[config.mk]
export PLATFORM = sky130hd
export DESIGN_NAME = fifo_write_arbiter
export DESIGN_NICKNAME = d
export VERILOG_FILES = /design/src/rtl/fifo_write_arbiter.sv
export SDC_FILE = /design/constraint.sdc
export NUM_CORES = 1
export LEC_CHECK = 0
export BUFFER_PORTS_ARGS = -buffer_cell sky130_fd_sc_hd__buf_2
export CAP_MARGIN = 20
export CORE_AREA = 5 5 92 94
export CTS_CLUSTER_DIAMETER = 100
export DETAILED_ROUTE_END_ITERATION = 10
export DIE_AREA = 0 0 97 99
export PLACE_DENSITY = 0.74
export SETUP_SLACK_MARGIN = 0.02
export SLEW_MARGIN = 5
export SYNTH_ARGS = -nofsm -noshare
export SYNTH_HDL_FRONTEND = slang
export SYNTH_SLANG_ARGS = --single-unit
[constraint.sdc]
create_clock -name clk -period 2.85 [get_ports clk]
set_input_delay 0.1425 -clock clk [delete_from_list [all_inputs] [get_ports clk]]
set_output_delay 0.1425 -clock clk [all_outputs]
set_load 0.005 [all_outputs]
[src/rtl/fifo_write_arbiter.sv]
// fifo_write_arbiter
//   Round-robin, packet-atomic write arbiter that lets N_REQ producers share
//   one showahead sync FIFO. A grant is held for a whole packet (through
//   req_last) or MAX_BURST words, whichever ends first. Every grant costs one
//   IDLE bubble cycle. Writes are throttled by fifo_almost_full, so the FIFO
//   never holds more than DATA_DEPTH-1 words.
//
//   Optional feature macro: FIFO_ARB_STATS_EN
//     defined   : stat_words carries saturating per-requester accepted-word
//                 counters, cleared only by rst.
//     undefined : stat_words is tied to zero and no counter flops exist.
module fifo_write_arbiter #(
  parameter int N_REQ     = 4,
  parameter int W_DATA    = 32,
  parameter int MAX_BURST = 16,
  parameter int W_STAT    = 16
) (
  input  logic                      clk,
  input  logic                      rst,
  input  logic [N_REQ-1:0]          req_valid,
  input  logic [N_REQ*W_DATA-1:0]   req_data,
  input  logic [N_REQ-1:0]          req_last,
  output logic [N_REQ-1:0]          req_ready,
  input  logic                      fifo_almost_full,
  output logic [W_DATA-1:0]         fifo_wr_data,
  output logic                      fifo_wr_en,
  output logic [$clog2(N_REQ)-1:0]  grant_id,
  output logic                      busy,
  output logic [N_REQ*W_STAT-1:0]   stat_words
);

  localparam int GW = $clog2(N_REQ);
  localparam int BW = (MAX_BURST > 1) ? $clog2(MAX_BURST) : 1;
  localparam logic [BW-1:0] BURST_END = BW'(MAX_BURST - 1);
  localparam logic [GW-1:0] LAST_IDX  = GW'(N_REQ - 1);

  typedef enum logic {IDLE, XFER} state_t;

  state_t          state;
  logic [GW-1:0]   rr_ptr;
  logic [BW-1:0]   burst_cnt;
  logic            xfer;
  logic            pkt_end;

  // First valid requester found when scanning ptr, ptr+1, ... (mod N_REQ).
  function automatic logic [GW-1:0] rr_pick(input logic [N_REQ-1:0] v,
                                            input logic [GW-1:0]    ptr);
    logic [GW-1:0] pick;
    logic [GW-1:0] cand;
    logic          found;
    pick  = ptr;
    found = 1'b0;
    for (int k = 0; k < N_REQ; k++) begin
      cand = GW'((int'(ptr) + k) % N_REQ);
      if (!found && v[cand]) begin
        pick  = cand;
        found = 1'b1;
      end
    end
    return pick;
  endfunction

  // Requester index following g, wrapping at N_REQ (N_REQ need not be 2^n).
  function automatic logic [GW-1:0] rr_next(input logic [GW-1:0] g);
    return (g == LAST_IDX) ? '0 : g + 1'b1;
  endfunction

  // Only the owner may see ready; rst blocks the write in the cycle it is asserted.
  always_comb begin
    req_ready = '0;
    if (busy && !fifo_almost_full && !rst) req_ready[grant_id] = 1'b1;
  end

  assign xfer         = |(req_valid & req_ready);
  assign pkt_end      = xfer && (req_last[grant_id] || (burst_cnt == BURST_END));
  assign fifo_wr_en   = xfer;
  assign fifo_wr_data = req_data[int'(grant_id)*W_DATA +: W_DATA];

  // Grant FSM: IDLE picks the round-robin winner, XFER holds it until packet end or burst limit.
  always_ff @(posedge clk) begin
    if (rst) begin
      state     <= IDLE;
      busy      <= 1'b0;
      rr_ptr    <= '0;
      grant_id  <= '0;
      burst_cnt <= '0;
    end else begin
      case (state)
        IDLE: begin
          if (|req_valid) begin
            grant_id  <= rr_pick(req_valid, rr_ptr);
            burst_cnt <= '0;
            state     <= XFER;
            busy      <= 1'b1;
          end
        end
        XFER: begin
          if (xfer) begin
            burst_cnt <= burst_cnt + 1'b1;
            if (pkt_end) begin
              rr_ptr <= rr_next(grant_id);
              state  <= IDLE;
              busy   <= 1'b0;
            end
          end
        end
        default: begin
          state <= IDLE;
          busy  <= 1'b0;
        end
      endcase
    end
  end

`ifdef FIFO_ARB_STATS_EN
  logic [W_STAT-1:0] stat_cnt [N_REQ];

  // Counter increment that sticks at all-ones instead of wrapping.
  function automatic logic [W_STAT-1:0] sat_inc(input logic [W_STAT-1:0] c);
    return (c == {W_STAT{1'b1}}) ? c : c + 1'b1;
  endfunction

  // Per-requester accepted-word counters, bumped on every handshake of the owner.
  always_ff @(posedge clk) begin
    for (int i = 0; i < N_REQ; i++) begin
      if (rst) begin
        stat_cnt[i] <= '0;
      end else if (xfer && (grant_id == GW'(i))) begin
        stat_cnt[i] <= sat_inc(stat_cnt[i]);
      end
    end
  end

  for (genvar gi = 0; gi < N_REQ; gi++) begin : g_stat_pack
    assign stat_words[gi*W_STAT +: W_STAT] = stat_cnt[gi];
  end
`else
  assign stat_words = '0;
`endif

endmodule
Word-level counts from Yosys, hierarchy flattened
Cells that the tools add are included.

Eq/ne operators: 5. $add $sub $neg: 5. Magnitude comparators: 6. Shift-type cells: 1. Bitwise operators: 2. Mux-type cells: 40. Reduce and logical (&&, ||, !) cells: 19.

Operators by type and width (count): variable part select 128 x 8 -> 32 bit (1); two-way mux 1 bit (24); < comparator 2 x 3 -> 1 bit (second input constant) (5); two-way mux 4 bit (3); binary-select mux 1 bit (select 2 bit) (5); two-way mux 2 bit (4); case mux 4 bit (2 select lines) (1); OR reduction 4 bit (2); logical AND 1 bit (7); AND reduction 3 bit (2); zero test 1 bit (5); adder 2 x 1 -> 2 bit (second input constant) (2); adder 2 bit (second input constant) (2); adder 4 x 1 -> 4 bit (second input constant) (1); AND 4 bit (1); == test 4 bit (second input constant) (1); inequality test 2 x 1 -> 1 bit (second input constant) (2); case mux 1 bit (2 select lines) (2); AND reduction 2 bit (2); demux 1 bit (select 2 bit) (1); == test 2 bit (second input constant) (1); greater-or-equal comparator 2 x 1 -> 1 bit (second input constant) (1); inequality test 2 bit (second input constant) (1); logical OR 1 bit (1); NOT 1 bit (1).

Register bits: 10. Output and inout port bits: 104. Bits of input ports: 139. Logic and storage cells: 83.

Longest topological paths before layout
Gate-level depths: netlist (run 1).

Depth in word-level cells: 21. Depth in mapped cells: 8. Mapped depth without buffers: 6.

Worst setup path before layout (run 1)
OpenSTA, ideal clock, no wires.

Path kind: reg2reg. From: reg grant_id[1]. To: reg rr_ptr[1]. Cell stages (with the launch flop): 9. Data required time: 2.729 ns. Path buffers: 2. Setup slack: 0.568 ns. Setup time: 0.121 ns. Data arrival time: 2.161 ns. Clock period less this slack: 2.282 ns. Cell sequence: dfxtp_1 > clkbuf_1 > buf_1 > inv_1 > ha_1 > a22o_1 > o211ai_4 > nor2_2 > mux2_4.

Longest elaborated chain between the ends: 9. Elaborated cells on any way between the ends: 16. Those cells by class: add/sub: 1; order compare: 2; eq/ne: 1; mux: 6; bitwise: 1; reduce/logical: 5.

Ends and longest elaborated chain: start, declared (RTL line 27) `output logic [$clog2(N_REQ)-1:0] grant_id,`; start signal, assigned (RTL line 91) `grant_id <= rr_pick(req_valid, rr_ptr);`; < comparator 2 x 3 -> 1 bit (not written as such) / greater-or-equal comparator 2 x 1 -> 1 bit (equally long branches) (RTL line 71) `if (busy && !fifo_almost_full && !rst) req_ready[grant_id] = 1'b1;`; logical AND 1 bit (not written as such) (RTL line 71); two-way mux 1 bit (not written as such) (RTL line 71); demux 1 bit (select 2 bit) (RTL line 71); two-way mux 4 bit (RTL line 71); AND 4 bit (RTL line 74) `assign xfer = |(req_valid & req_ready);`; OR reduction 4 bit (RTL line 74); logical AND 1 bit (RTL line 75) `assign pkt_end = xfer && (req_last[grant_id] || (burst_cnt == BURST_END));`; AND reduction 3 bit (no source line); end signal, assigned (RTL line 101) `rr_ptr <= rr_next(grant_id);`; end, declared (RTL line 40) `logic [GW-1:0] rr_ptr;`.

Several ways; a longest one is shown, not always the timed one. The select of a mux whose other input is x is not followed. A chain may end at the register's enable or synchronous reset.

Final worst setup path (run 1)
From: reg grant_id[0]. To: out fifo_wr_data[30].

Longest elaborated chain between the ends: 1.

Ends and longest elaborated chain: variable part select 128 x 8 -> 32 bit (RTL line 77) `assign fifo_wr_data = req_data[int'(grant_id)*W_DATA +: W_DATA];`; end, declared (RTL line 25) `output logic [W_DATA-1:0] fifo_wr_data,`.

No other way between the ends.

==> results.md, run 1 <==
Status:
- The run finished with clean final reports.

Global routing:
- The met1 global-route usage is 0.157.
- The maximum number of pins on one net before global-route repair is 25.
- The number of global-route vias before repair is 2116.
- met2 is the most crowded layer.
- For this run, global-route usage on met3 was measured as 0.0602.
- The global-route wire length before repair is ~11000 um.
- For this run, the total global-route usage over all layers was measured as 0.151.
- For this run the aggregate overflow at the end of global routing stands at 0.
- In the global route stage, met2 resource usage came out at 0.273.
- The number of antenna violations at the first check in global routing is 2.

Floorplan:
- The die is between 90 and 100 um tall.
- roughly 240 I/O pins were placed.
- The die extent in x is 97 um.
- The initial core utilization is 0.254.
- In this run the standard cell core region covers between 0.007 and 0.008 mm2.
- The floorplan step defined a die boundary enclosing approximately 0.0096 mm2.
- The number of rows created at floorplan is 32.

Place:
- The number of placed instances with taps included is 451.
- The placer's final routability congestion estimate is approximately 0.97.
- The pre-CTS setup slack is approximately 0.8 ns.
- The cell area after placement is 0.00266 mm2.
- The number of buffers inserted by port buffering is approximately 180.
- The wire-length estimate of the detail-placed layout is approximately 7000 um.

Finish:
- The net count of the finished layout is approximately 500.
- After routing the design area is ~0.0027 mm2.
- In the final layout, the share of cells above drive strength 1 is 0.637.
- The area of the multi-input gates is 0.00141 mm2.
- The filler cells instantiated in the layout total roughly 800.
- The growth of design area from synthesis to finish is 41.9%.
- The finished layout holds 457 standard cells, fillers aside.
- The register cell area after layout is just over 200 um2.

Routing:
- After the first detailed-routing iteration, the DRC count stood at approximately 40.
- Summed over all layers, the routed wires come to about 8000 um.
- The number of vias per cell after detailed routing is 4.38.
- After detailed routing, the average wire length per cell comes to ~17 um.
- The post-route DRC violation count is 0.
- The total via count in the routed design is 2002.
- The number of search-and-repair iterations in the first detailed-routing pass is 4.
- The count of nets left with antenna violations once routing finished came out at 0.

STA:
- The number of hold-slack violations in the final timing report came to 0.
- Setup violations remaining at the end of the flow were counted as 0.
- Derived from the worst setup path, the maximum achievable clock frequency is 0.454 GHz.
- The final clock skew is roughly 0.0083 ns.
- Dividing the final minimum period by the clock period gives 0.772.
- Setup repair after global routing left no endpoint under its margin.
- The final period demand of the worst path is approximately 2.2 ns.
- The sum of negative setup slack is 0 ns.
- Setup slack on the critical path of the routed design comes to 0.649 ns.
- The total count of max-transition violations in the final report is 0.

Yosys:
- By area the synthesized netlist is led by mux4_2, buf_4, dfxtp_1.
- Of the post-synthesis cell area, the dominant cell type holds 0.387.
- The cell count after synthesis is 180.
- The biggest area consumer among synthesized cells is mux4_2.
- The post-synthesis average cell area is 10.7 um2.
- After synthesis the netlist holds a flip-flop and latch count of 10.
- The number of warnings issued by yosys is 0.
- The count of unique library cells instantiated by Yosys is 35.
- The netlist area before placement is approximately 0.0019 mm2.
- The share of the yosys chip area belonging to registers is 0.104.

Clock tree:
- The total CTS buffers is 3.
- The buffers inserted during post-CTS setup optimization is 0.
- After clock tree synthesis, the clock-pin slew on the worst setup and hold paths is 0.05 ns.
- The clock tree root buffer cell is clkbuf_8.
- The hold-fix buffer count after cts is 0.
- The number of H-tree levels is 1.
- The TritonCTS clock tree is done.
- In this run the deepest clock path goes through 2 buffers.
- For this design, the sink count on the clock tree is 10.
- In this run, post-CTS repair resized a total of 0 instances.
- The later-pin clock latency in the skew report is 0.25 ns.

Worst setup path:
- For flop-to-flop paths, the worst setup slack is 0.76 ns.
- The reg-to-reg endpoint is rr_ptr[1].
- The worst register-to-register path begins at grant_id[0].
- The type of origin of the critical path is a flip-flop.
- For the worst flop-to-flop path, the logic depth is 6.
- STA puts the critical path data arrival time at a little over 2 ns.
- The required time of the critical path is approximately 2.7 ns.
- The critical path is of the reg2out type.
- The kind of end point of the critical path is an output pin.
- Along the worst path, the maximum fanout reaches 24.

Job:
- Across the run, the number of max-cap violations was 0.

Power and ir drop:
- For this design the static power due to leakage is around 1.4 nW.
- IR analysis of the VDD net gives a maximum drop of between 0.1 and 0.15 mV.
- Power spread over the standard cell area amounts to around 250 mW/mm2.

Min path:
- The number of cells traversed by the worst hold path is 2.
- The path with the worst hold slack has its endpoint at grant_id[0].
- The worst hold path belongs to the class in2reg.
- The hold path startpoint is rst.
## report_power, final
part / internal (mW) / switching (mW)
sequential: 0.145 / 0.0153
clock: 0.122 / 0.0594
combinational: 0.194 / 0.143
total: 0.461 / 0.218
## routing by layer
| metal | vias to the layer above | wire (um) | part of all wire |
|---|---|---|---|
| met3 | 17 | 849 | 0.11 |
| li1 | 903 | - | - |
| met5 | - | 0 | 0 |
| met2 | 135 | 4170 | 0.52 |
| met1 | 947 | 2730 | 0.34 |
| met4 | 0 | 224 | 0.028 |
## registers in the layout, summed over array words and instances, names as in the netlist
| signal | cells |
|---|---|
| state | 1 |
| rr_ptr | 2 |
| grant_id | 2 |
| burst_cnt | 4 |
| busy | 1 |
## cell type report
cell class                      instances  share of cell area
Timing Repair Buffer                  180               0.333
Tap cell                              102              0.0469
Antenna cell                            2             0.00184
Inverter                                4             0.00551
Multi-Input combinational cell        155               0.518
Sequential cell                        10              0.0744
Clock buffer                            4              0.0202
## worst max-delay path by stage
stage,start,end,cells past startpoint
final,grant_id[0],fifo_wr_data[30],3
after global routing,grant_id[0],fifo_wr_data[30],3
after CTS,grant_id[0],fifo_wr_data[30],3
after detailed placement,grant_id[0],rr_ptr[1],6
after global placement,grant_id[0],rr_ptr[1],6
after floorplan,grant_id[1],rr_ptr[1],8
## critical path: stages (launching register included)
cell     delay [ns]
dfxtp_2        0.61
buf_4          0.48
mux4_2         0.57
buf_2          0.14
## cells in the mapped netlist
cell,n
nor2b_1,6
nor2_1,2
mux2_4,1
nand2_1,3
o21a_1,2
o21ai_0,6
buf_1,2
or4_1,1
nor4_1,1
nor3_1,2
a211oi_1,4
o2111ai_1,1
nor2_2,1
nand2b_1,1
dfxtp_1,10
buf_6,1
o211a_1,1
and2_1,4
clkbuf_1,4
o211ai_4,1
buf_2,3
or2_2,1
nand4b_1,1
ha_1,5
nor3b_4,1
o31ai_1,1
or3_1,1
a21oi_1,5
conb_1,1
mux4_2,33
a31oi_2,1
nand3_1,3
buf_4,64
inv_1,4
a22o_1,2
## kinds of logic after synthesis
family          after synthesis  share of synthesized area
simple gates                 28                     0.0900
flops                        10                      0.104
fa+ha+maj                     5                     0.0326
mux                          34                      0.395
other cells                   1                    0.00195
buf+inv                      78                      0.284
compound gates               24                     0.0926
## stage by stage
stage / power (mW) / hold WS, ns / util
finish: 0.680 / 0.233 / 0.360
detailed placement: 0.500 / 0.483 / 0.352
global placement: 0.493 / 0.481 / 0.352
floorplan: 0.387 / 0.392 / -
CTS: 0.681 / 0.225 / 0.359
global route: 0.723 / 0.259 / 0.360
## layout by cell type (no fill, tap or decap), drive strengths merged, types with 2 or more instances in the layout
| cell type | synthesis | final |
|---|---|---|
| nor3 | 2 | 2 |
| clkbuf | 4 | 4 |
| o21ai | 6 | 6 |
| nand3 | 3 | 3 |
| nand2 | 3 | 3 |
| inv | 4 | 4 |
| and2 | 4 | 4 |
| diode | 0 | 2 |
| conb | 1 | 64 |
| a211oi | 4 | 4 |
| a22o | 2 | 2 |
| nor2b | 6 | 6 |
| ha | 5 | 5 |
| buf | 70 | 180 |
| o21a | 2 | 2 |
| nor2 | 3 | 3 |
| dfxtp | 10 | 10 |
| mux4 | 33 | 33 |
| a21oi | 5 | 5 |
Power figures use the tool's default switching activity.
==> inputs of run 2 (changes only) <==
ABC_AREA = 1   (was unset)
CORE_AREA = 5 5 91 93   (was 5 5 92 94)
DIE_AREA = 0 0 96 98   (was 0 0 97 99)
PLACE_DENSITY = 0.79   (was 0.74)
clock period = 2.05 ns   (was 2.85 ns; I/O delays follow)
==> results.md, run 2 <==
Finish:
- In the final layout, the multi-input gates occupy ~0.0016 mm2.
- The most common cell after layout, fill and taps aside is buf_2.
- After routing the design area is about 0.003 mm2.
- At the end of the flow the core is filled with cells to 0.401.
- The repair_antennas step left the layout with diodes totalling 0.
- The area growth from synthesis to layout is 35.8%.
- burst_cnt holds more flip-flops than any other register.
- The count of filler cells inserted in the layout is approximately 830.
- In the final design database the tool counted between 600 and 700 nets.
- The flip-flop count of the largest register, all copies and words added is 4.
- Of the cells placed in the final design, the portion with a size suffix greater than 1 is 0.375.
- The largest registers in the layout are burst_cnt (4), grant_id (2), rr_ptr (2).
- In the final layout, flip-flops and latches occupy about 200 um2.
- The top cell types in the final layout, fill and taps aside, are buf_2, nor2_1, conb_1.

Worst setup path:
- Data on the critical path arrives at its endpoint at roughly 1.6 ns.
- On the critical path, the stage with the largest delay is an instance of dfxtp_2.
- The highest net fanout along the worst path is 34.
- The required time of the critical path is between 1.5 and 2 ns.
- The critical path is of the reg2out type.
- The cell count of the worst reg-to-reg path is 9.
- The highest cell delay on the worst timing path is between 0.3 and 0.4 ns.
- Walking the worst path, the cells encountered are buf_4, ha_1, nand3_1, nand2_1, inv_2, nand3_4, buf_2.
- STA classifies the critical path startpoint as a flip-flop.
- Counting buffers and inverters, the worst setup path is 7 cells deep.
- The family with the most delay on the worst path is buffers and inverters.
- The number of buffers and inverters on the critical path is 3.
- The kind of end point of the critical path is an output pin.

Global routing:
- For this run, the total global-route usage over all layers was measured as 0.166.
- The total overflow reported by the global router is 0.
- The global-route wire length before repair is ~13000 um.
- The number of antenna violations at the first check in global routing came to 0.
- Entering global routing, the biggest net connects 39 pins.
- The number of global-route vias before repair is between 2000 and 3000.

Clock tree:
- The total CTS buffers is 3.
- The number of H-tree levels is 1.
- The TritonCTS clock tree is done.
- The hold-fix buffer count after cts is 0.
- Clock tree synthesis found a total of 10 sinks.
- Gates resized during post-CTS repair numbered 0.
- The clock tree root buffer cell is clkbuf_8.
- The later-pin clock latency in the skew report is 0.24 ns.
- Clock-pin slew was measured on the worst setup and hold paths at 0.05 ns.
- The maximum number of buffers from clock root to sink is 2.
- Post-CTS timing repair inserted 0 buffers for setup.

Routing:
- The wire length on met2 is approximately 4200 um.
- Wire segments on met3 add up to 762 um in the final route.
- After detailed routing, the average wire length per cell comes to between 10 and 15 um.
- After detailed routing, the number of remaining DRC violations is 0.
- Dividing the detail-routed via count by the number of cells gives 4.50.
- After detailed routing, the total wire length is approximately 8400 um.
- The total via count in the routed design is ~3000.
- The highest metal layer used by the detailed router is met4.
- The number of search-and-repair iterations in the first detailed-routing pass is 4.
- The first routing iteration left ~110 violations.
- The number of routed nets with antenna violations is 0.
- The detailed router put a total of roughly 3300 um of wire on met1.

Min path:
- The worst hold path was traced through 2 stages.
- The tightest min-delay check is of the in2reg type.

STA:
- Dividing the final minimum period by the clock period gives 0.822.
- The total count of max-transition violations in the final report is 0.
- The sum of negative setup slack is 0 ns.
- The final clock skew is 0.00459 ns.
- After layout, the minimum clock period comes to 1.68 ns.
- The worst hold slack is 0.171 ns.
- The minimum setup slack in the final design is roughly 0.37 ns.
- The number of hold-slack violations in the final timing report is 0.
- Setup repair after global routing left no endpoint under its margin.
- The final count of negative-setup-slack endpoints is 0.
- The maximum frequency from static timing analysis is between 0.5 and 0.6 GHz.

Place:
- The final HPWL from detailed placement is 7120 um.
- During placement, the flow inserted port buffers numbering approximately 180.
- The cell area after placement is about 0.0029 mm2.
- At the end of routability-driven placement, the weighted congestion stood at between 0.9 and 1.
- At the placement stage, the worst setup path has a slack of 0.433 ns.

Status:
- The flow ran to the end, and the final reports show no timing, DRC or antenna violations.

Yosys:
- The dominant cell by count in the synthesized netlist is nor2_1.
- The mapped netlist covers approximately 0.0022 mm2.
- The cell count after synthesis came out at 384.
- After synthesis the netlist holds a flip-flop and latch count of 10.
- A synthesized cell averages around 5.7 um2.
- By count the netlist is led by nor2_1, buf_4, o21ai_0.
- Yosys printed 0 warnings.
- The biggest area contributor in the post-synthesis netlist is buf_4.
- The count of unique library cells instantiated by Yosys is 28.
- Sorting the synthesized cells by area gives the leading types as buf_4, nor2_1, o21ai_0.
- For this run, the leading register cell type out of synthesis is dfxtp_1.
- The area share of the largest cell type after synthesis is 0.218.
- The number of synthesized flops with an enable pin is 0.
- Counting flops with an async set or reset pin after synthesis yields a share of 0.
- The share of the yosys chip area belonging to registers is 0.0910.

Job:
- Max-cap violations in this run came to 0.

Power and ir drop:
- The worst-case IR drop observed on VDD is 0.120 mV.
- For this design the static power due to leakage is around 1.7 nW.
- The power per standard cell area is around 370 mW/mm2.

Floorplan:
- The area enclosed by the die boundary is about 0.0094 mm2.
- For this design the top-level I/O count stands at ~240.
- In this run the standard cell core region covers 0.00745 mm2.
- The die extent in x is around 96 um.
- The vertical die dimension is 98 um.
- In this run the core area contains 32 standard-cell rows.
- The initial core utilization is 0.296.
==> run 2: cells by family (layout without fill, tap and decap cells) <==
group / after synthesis / in the layout / share of synthesized area
XOR/XNOR: 2 / 2 / 0.00796
AND/OR/NAND/NOR: 148 / 148 / 0.298
adder cells (fa/ha/maj): 5 / 5 / 0.0284
buffers and inverters: 108 / 211 / 0.302
other: 1 / 64 / 0.00170
flip-flops: 10 / 10 / 0.0910
AO/OA/AOI/OAI: 110 / 110 / 0.271
==> run 2: path summary, 6_finish.rpt <==
check / from / end / slack, ns
max: grant_id[0] / fifo_wr_en / 0.37
max reg2reg: grant_id[0] / busy / 0.42
min: rst / burst_cnt[2] / 0.17
min reg2reg: burst_cnt[3] / burst_cnt[3] / 0.52
==> run 2: final cells by class <==
class,instances,share of cell area
Timing Repair Buffer,186,0.318
Tap cell,102,0.0427
Sequential cell,10,0.0674
Inverter,21,0.0276
Clock buffer,4,0.0184
Multi-Input combinational cell,329,0.526
==> run 2: report_power, final <==
part           internal (mW)  total (mW)  switching, mW
Sequential             0.203       0.214         0.0112
Clock                  0.169       0.250         0.0807
Combinational          0.286       0.648          0.362
==> run 2: stage by stage <==
stage,power (mW),cells
detailed placement,0.865,648
global route,1.21,652
floorplan,0.644,447
CTS,1.11,652
finish,1.11,652
global placement,0.856,648
==> run 2: per-layer routing <==
layer  global-route usage  up-vias
li1                     -     1486
met1                0.210     1294
met2                0.295      145
met3               0.0247       10
met4               0.0328        0
met5                    0        -
==> inputs of run 3 (changes only) <==
ABC_AREA = 0   (was 1)
PLACE_DENSITY = 0.78   (was 0.79)
clock period = 1.4 ns   (was 2.05 ns; I/O delays follow)
==> results.md, run 3 (same netlist as run 1, synthesis figures left out) <==
Status:
- The run finished, with violations left.
- The checks that failed: setup timing.

Power and ir drop:
- The power per standard cell area is between 400 and 500 mW/mm2.
- The analysis attributes to cell leakage a power of roughly 1.5 nW.
- The completed layout was analyzed and its total power is between 1 and 1.5 mW.
- IR analysis of the VDD net gives a maximum drop of between 0.3 and 0.4 mV.

Clock tree:
- The number of H-tree levels is 1.
- The hold-fix buffer count after cts is 0.
- The clock tree root buffer cell is clkbuf_8.
- Buffers inserted during clock tree synthesis total 3.
- Counting along the longest clock path gives a buffer depth of 2.
- The later pin in the worst-skew pair is clocked with a latency of roughly 0.23 ns.
- TritonCTS built the clock tree.
- The clock-pin slew on the worst setup and hold paths is 0.05 ns.
- The clock drives 10 sinks.

Floorplan:
- The floorplan has 32 rows.
- In this run the horizontal extent of the chip is approximately 96 um.
- In this run the vertical extent of the chip is just under 100 um.
- The area inside the core boundary is approximately 0.0074 mm2.
- The initial core utilization is 0.258.
- The count of pins on the block boundary is 243.
- The floorplan step defined a die boundary enclosing roughly 0.0094 mm2.

Place:
- The congestion estimate from routability-driven global placement came to about 0.85.
- OpenSTA, run right after detailed placement, puts the worst setup slack at -0.249 ns.
- Buffers placed on the I/O ports in this run total between 150 and 200.
- The cell area after placement is 0.00281 mm2.
- Detailed placement finished with a half-perimeter wire length of approximately 7100 um.
- Including well taps, the total number of placed cells is 463.

Global routing:
- The global-route usage over all layers is 0.154.
- The layer flagged by global routing as most heavily used is met2.
- In the global route stage, met3 resource usage came out at 0.0331.
- The maximum number of pins on one net before global-route repair is 24.
- The number of antenna violations at the first check in global routing was 0.
- In the global route stage, met1 resource usage came out at 0.157.
- The total overflow reported by the global router is 0.
- The global-route wire length before repair is 11400 um.
- The number of global-route vias before repair is between 2000 and 2500.
- The met2 usage is 0.302.

Finish:
- The most common cell after layout, fill and taps aside is buf_2.
- After the flow finishes, the layout carries non-filler instances totaling 474.
- Ranked by flip-flop count, first place goes to burst_cnt.
- The count of filler cells inserted in the layout is 762.
- The share of layout cells above drive strength 1 is 0.680.
- The area of all placed cells without fillers is between 0.003 and 0.004 mm2.
- After the last flow step, the layout net total stands at just over 500.
- The library cells used most frequently in the layout, excluding fill and tap cells, are buf_2, conb_1, mux4_2.
- The final standard cell utilization of the core is 0.406.
- The register with the most flip-flops in the layout has 4 of them.
- The largest registers in the layout are burst_cnt (4), grant_id (2), rr_ptr (2).
- 0 antenna diodes ended up in the layout.
- Compared with the post-synthesis result, the final layout area differs by 57.4%.

Routing:
- Once detail routing completed, the nets flagged for antenna violations numbered 0.
- The total via count in the routed design is roughly 2100.
- The number of search-and-repair iterations in the first detailed-routing pass is 4.
- The average detailed-routed wire length per instance is ~17 um.
- The number of vias per cell after detailed routing is between 4 and 5.
- The detailed router finished its first iteration with 32 violations.
- For this block, the routed nets add up to between 7000 and 8000 um of wire.
- The post-route DRC violation count is 0.

STA:
- Dividing the final minimum period by the clock period gives 1.21.
- The final count of negative-setup-slack endpoints is just over 40.
- The maximum frequency from static timing analysis is a little under 0.6 GHz.
- The number of hold-slack violations in the final timing report came to 0.
- The total count of max-transition violations in the final report is 0.
- The final period demand of the worst path is ~1.7 ns.
- Setup repair after global routing could not meet its margin everywhere.
- The final clock skew is ~0.004 ns.
- The sum of negative setup slack is -8.61 ns.
- The worst hold slack is around 0.22 ns.
- The minimum setup slack in the final design is -0.291 ns.

Worst setup path:
- STA classifies the critical path endpoint as a flip-flop.
- By startpoint and endpoint, the worst setup path is classified as reg2reg.
- The worst setup path is launched from a flip-flop.
- For the worst setup path, the data arrival time is between 1.5 and 2 ns.
- STA puts the critical path data required time at between 1.5 and 2 ns.
- Along the worst path, the maximum fanout reaches 6.

Job:
- The reported max-cap violation count is 0.

Min path:
- The class of the tightest hold or removal check is in2reg.
==> run 3: area by class of cell <==
cell class / count / area (um2) / area share
Inverter: 4 / 22.5 / 0.00746
Multi-Input combinational cell: 155 / 1490 / 0.493
Tap cell: 102 / 128 / 0.0423
Sequential cell: 10 / 208 / 0.0688
Timing Repair Buffer: 199 / 1120 / 0.371
Clock buffer: 4 / 55.1 / 0.0182
==> run 3: routing by layer <==
metal	share of wire	vias to the layer above
li1	-	933
met1	0.34	1007
met2	0.55	117
met3	0.094	14
met4	0.023	0
met5	0	-
==> run 3: critical path: stages, from the launching register on <==
cell and delay (ns):
dfxtp_4 0.39, buf_6 0.12, mux4_2 0.52, a31oi_4 0.20, nor2_4 0.06, mux2_4 0.30
==> run 3: power breakdown <==
group | switching (mW) | internal [mW] | leakage (nW)
Combinational | 0.329 | 0.469 | 1.39
Clock | 0.111 | 0.247 | 0.0288
Sequential | 0.0151 | 0.294 | 0.0830
Total | 0.456 | 1.01 | 1.51
==> run 3: final timing paths <==
kind	startpoint	endpoint	slack, ns	depth (start not counted)
worst max-delay path	grant_id[0]	rr_ptr[1]	-0.29	5
worst min-delay path	rst	grant_id[0]	0.22	3
worst max register to register	grant_id[0]	rr_ptr[1]	-0.29	5
worst min register to register	burst_cnt[0]	burst_cnt[0]	0.51	1
==> run 3: what timing repair did <==
action                     in CTS  in global routing
gates resized for setup        16                  1
buffers inserted                6                  0
gates cloned                    1                  0
pin swaps                       5                  3
setup endpoints to repair      41                 45
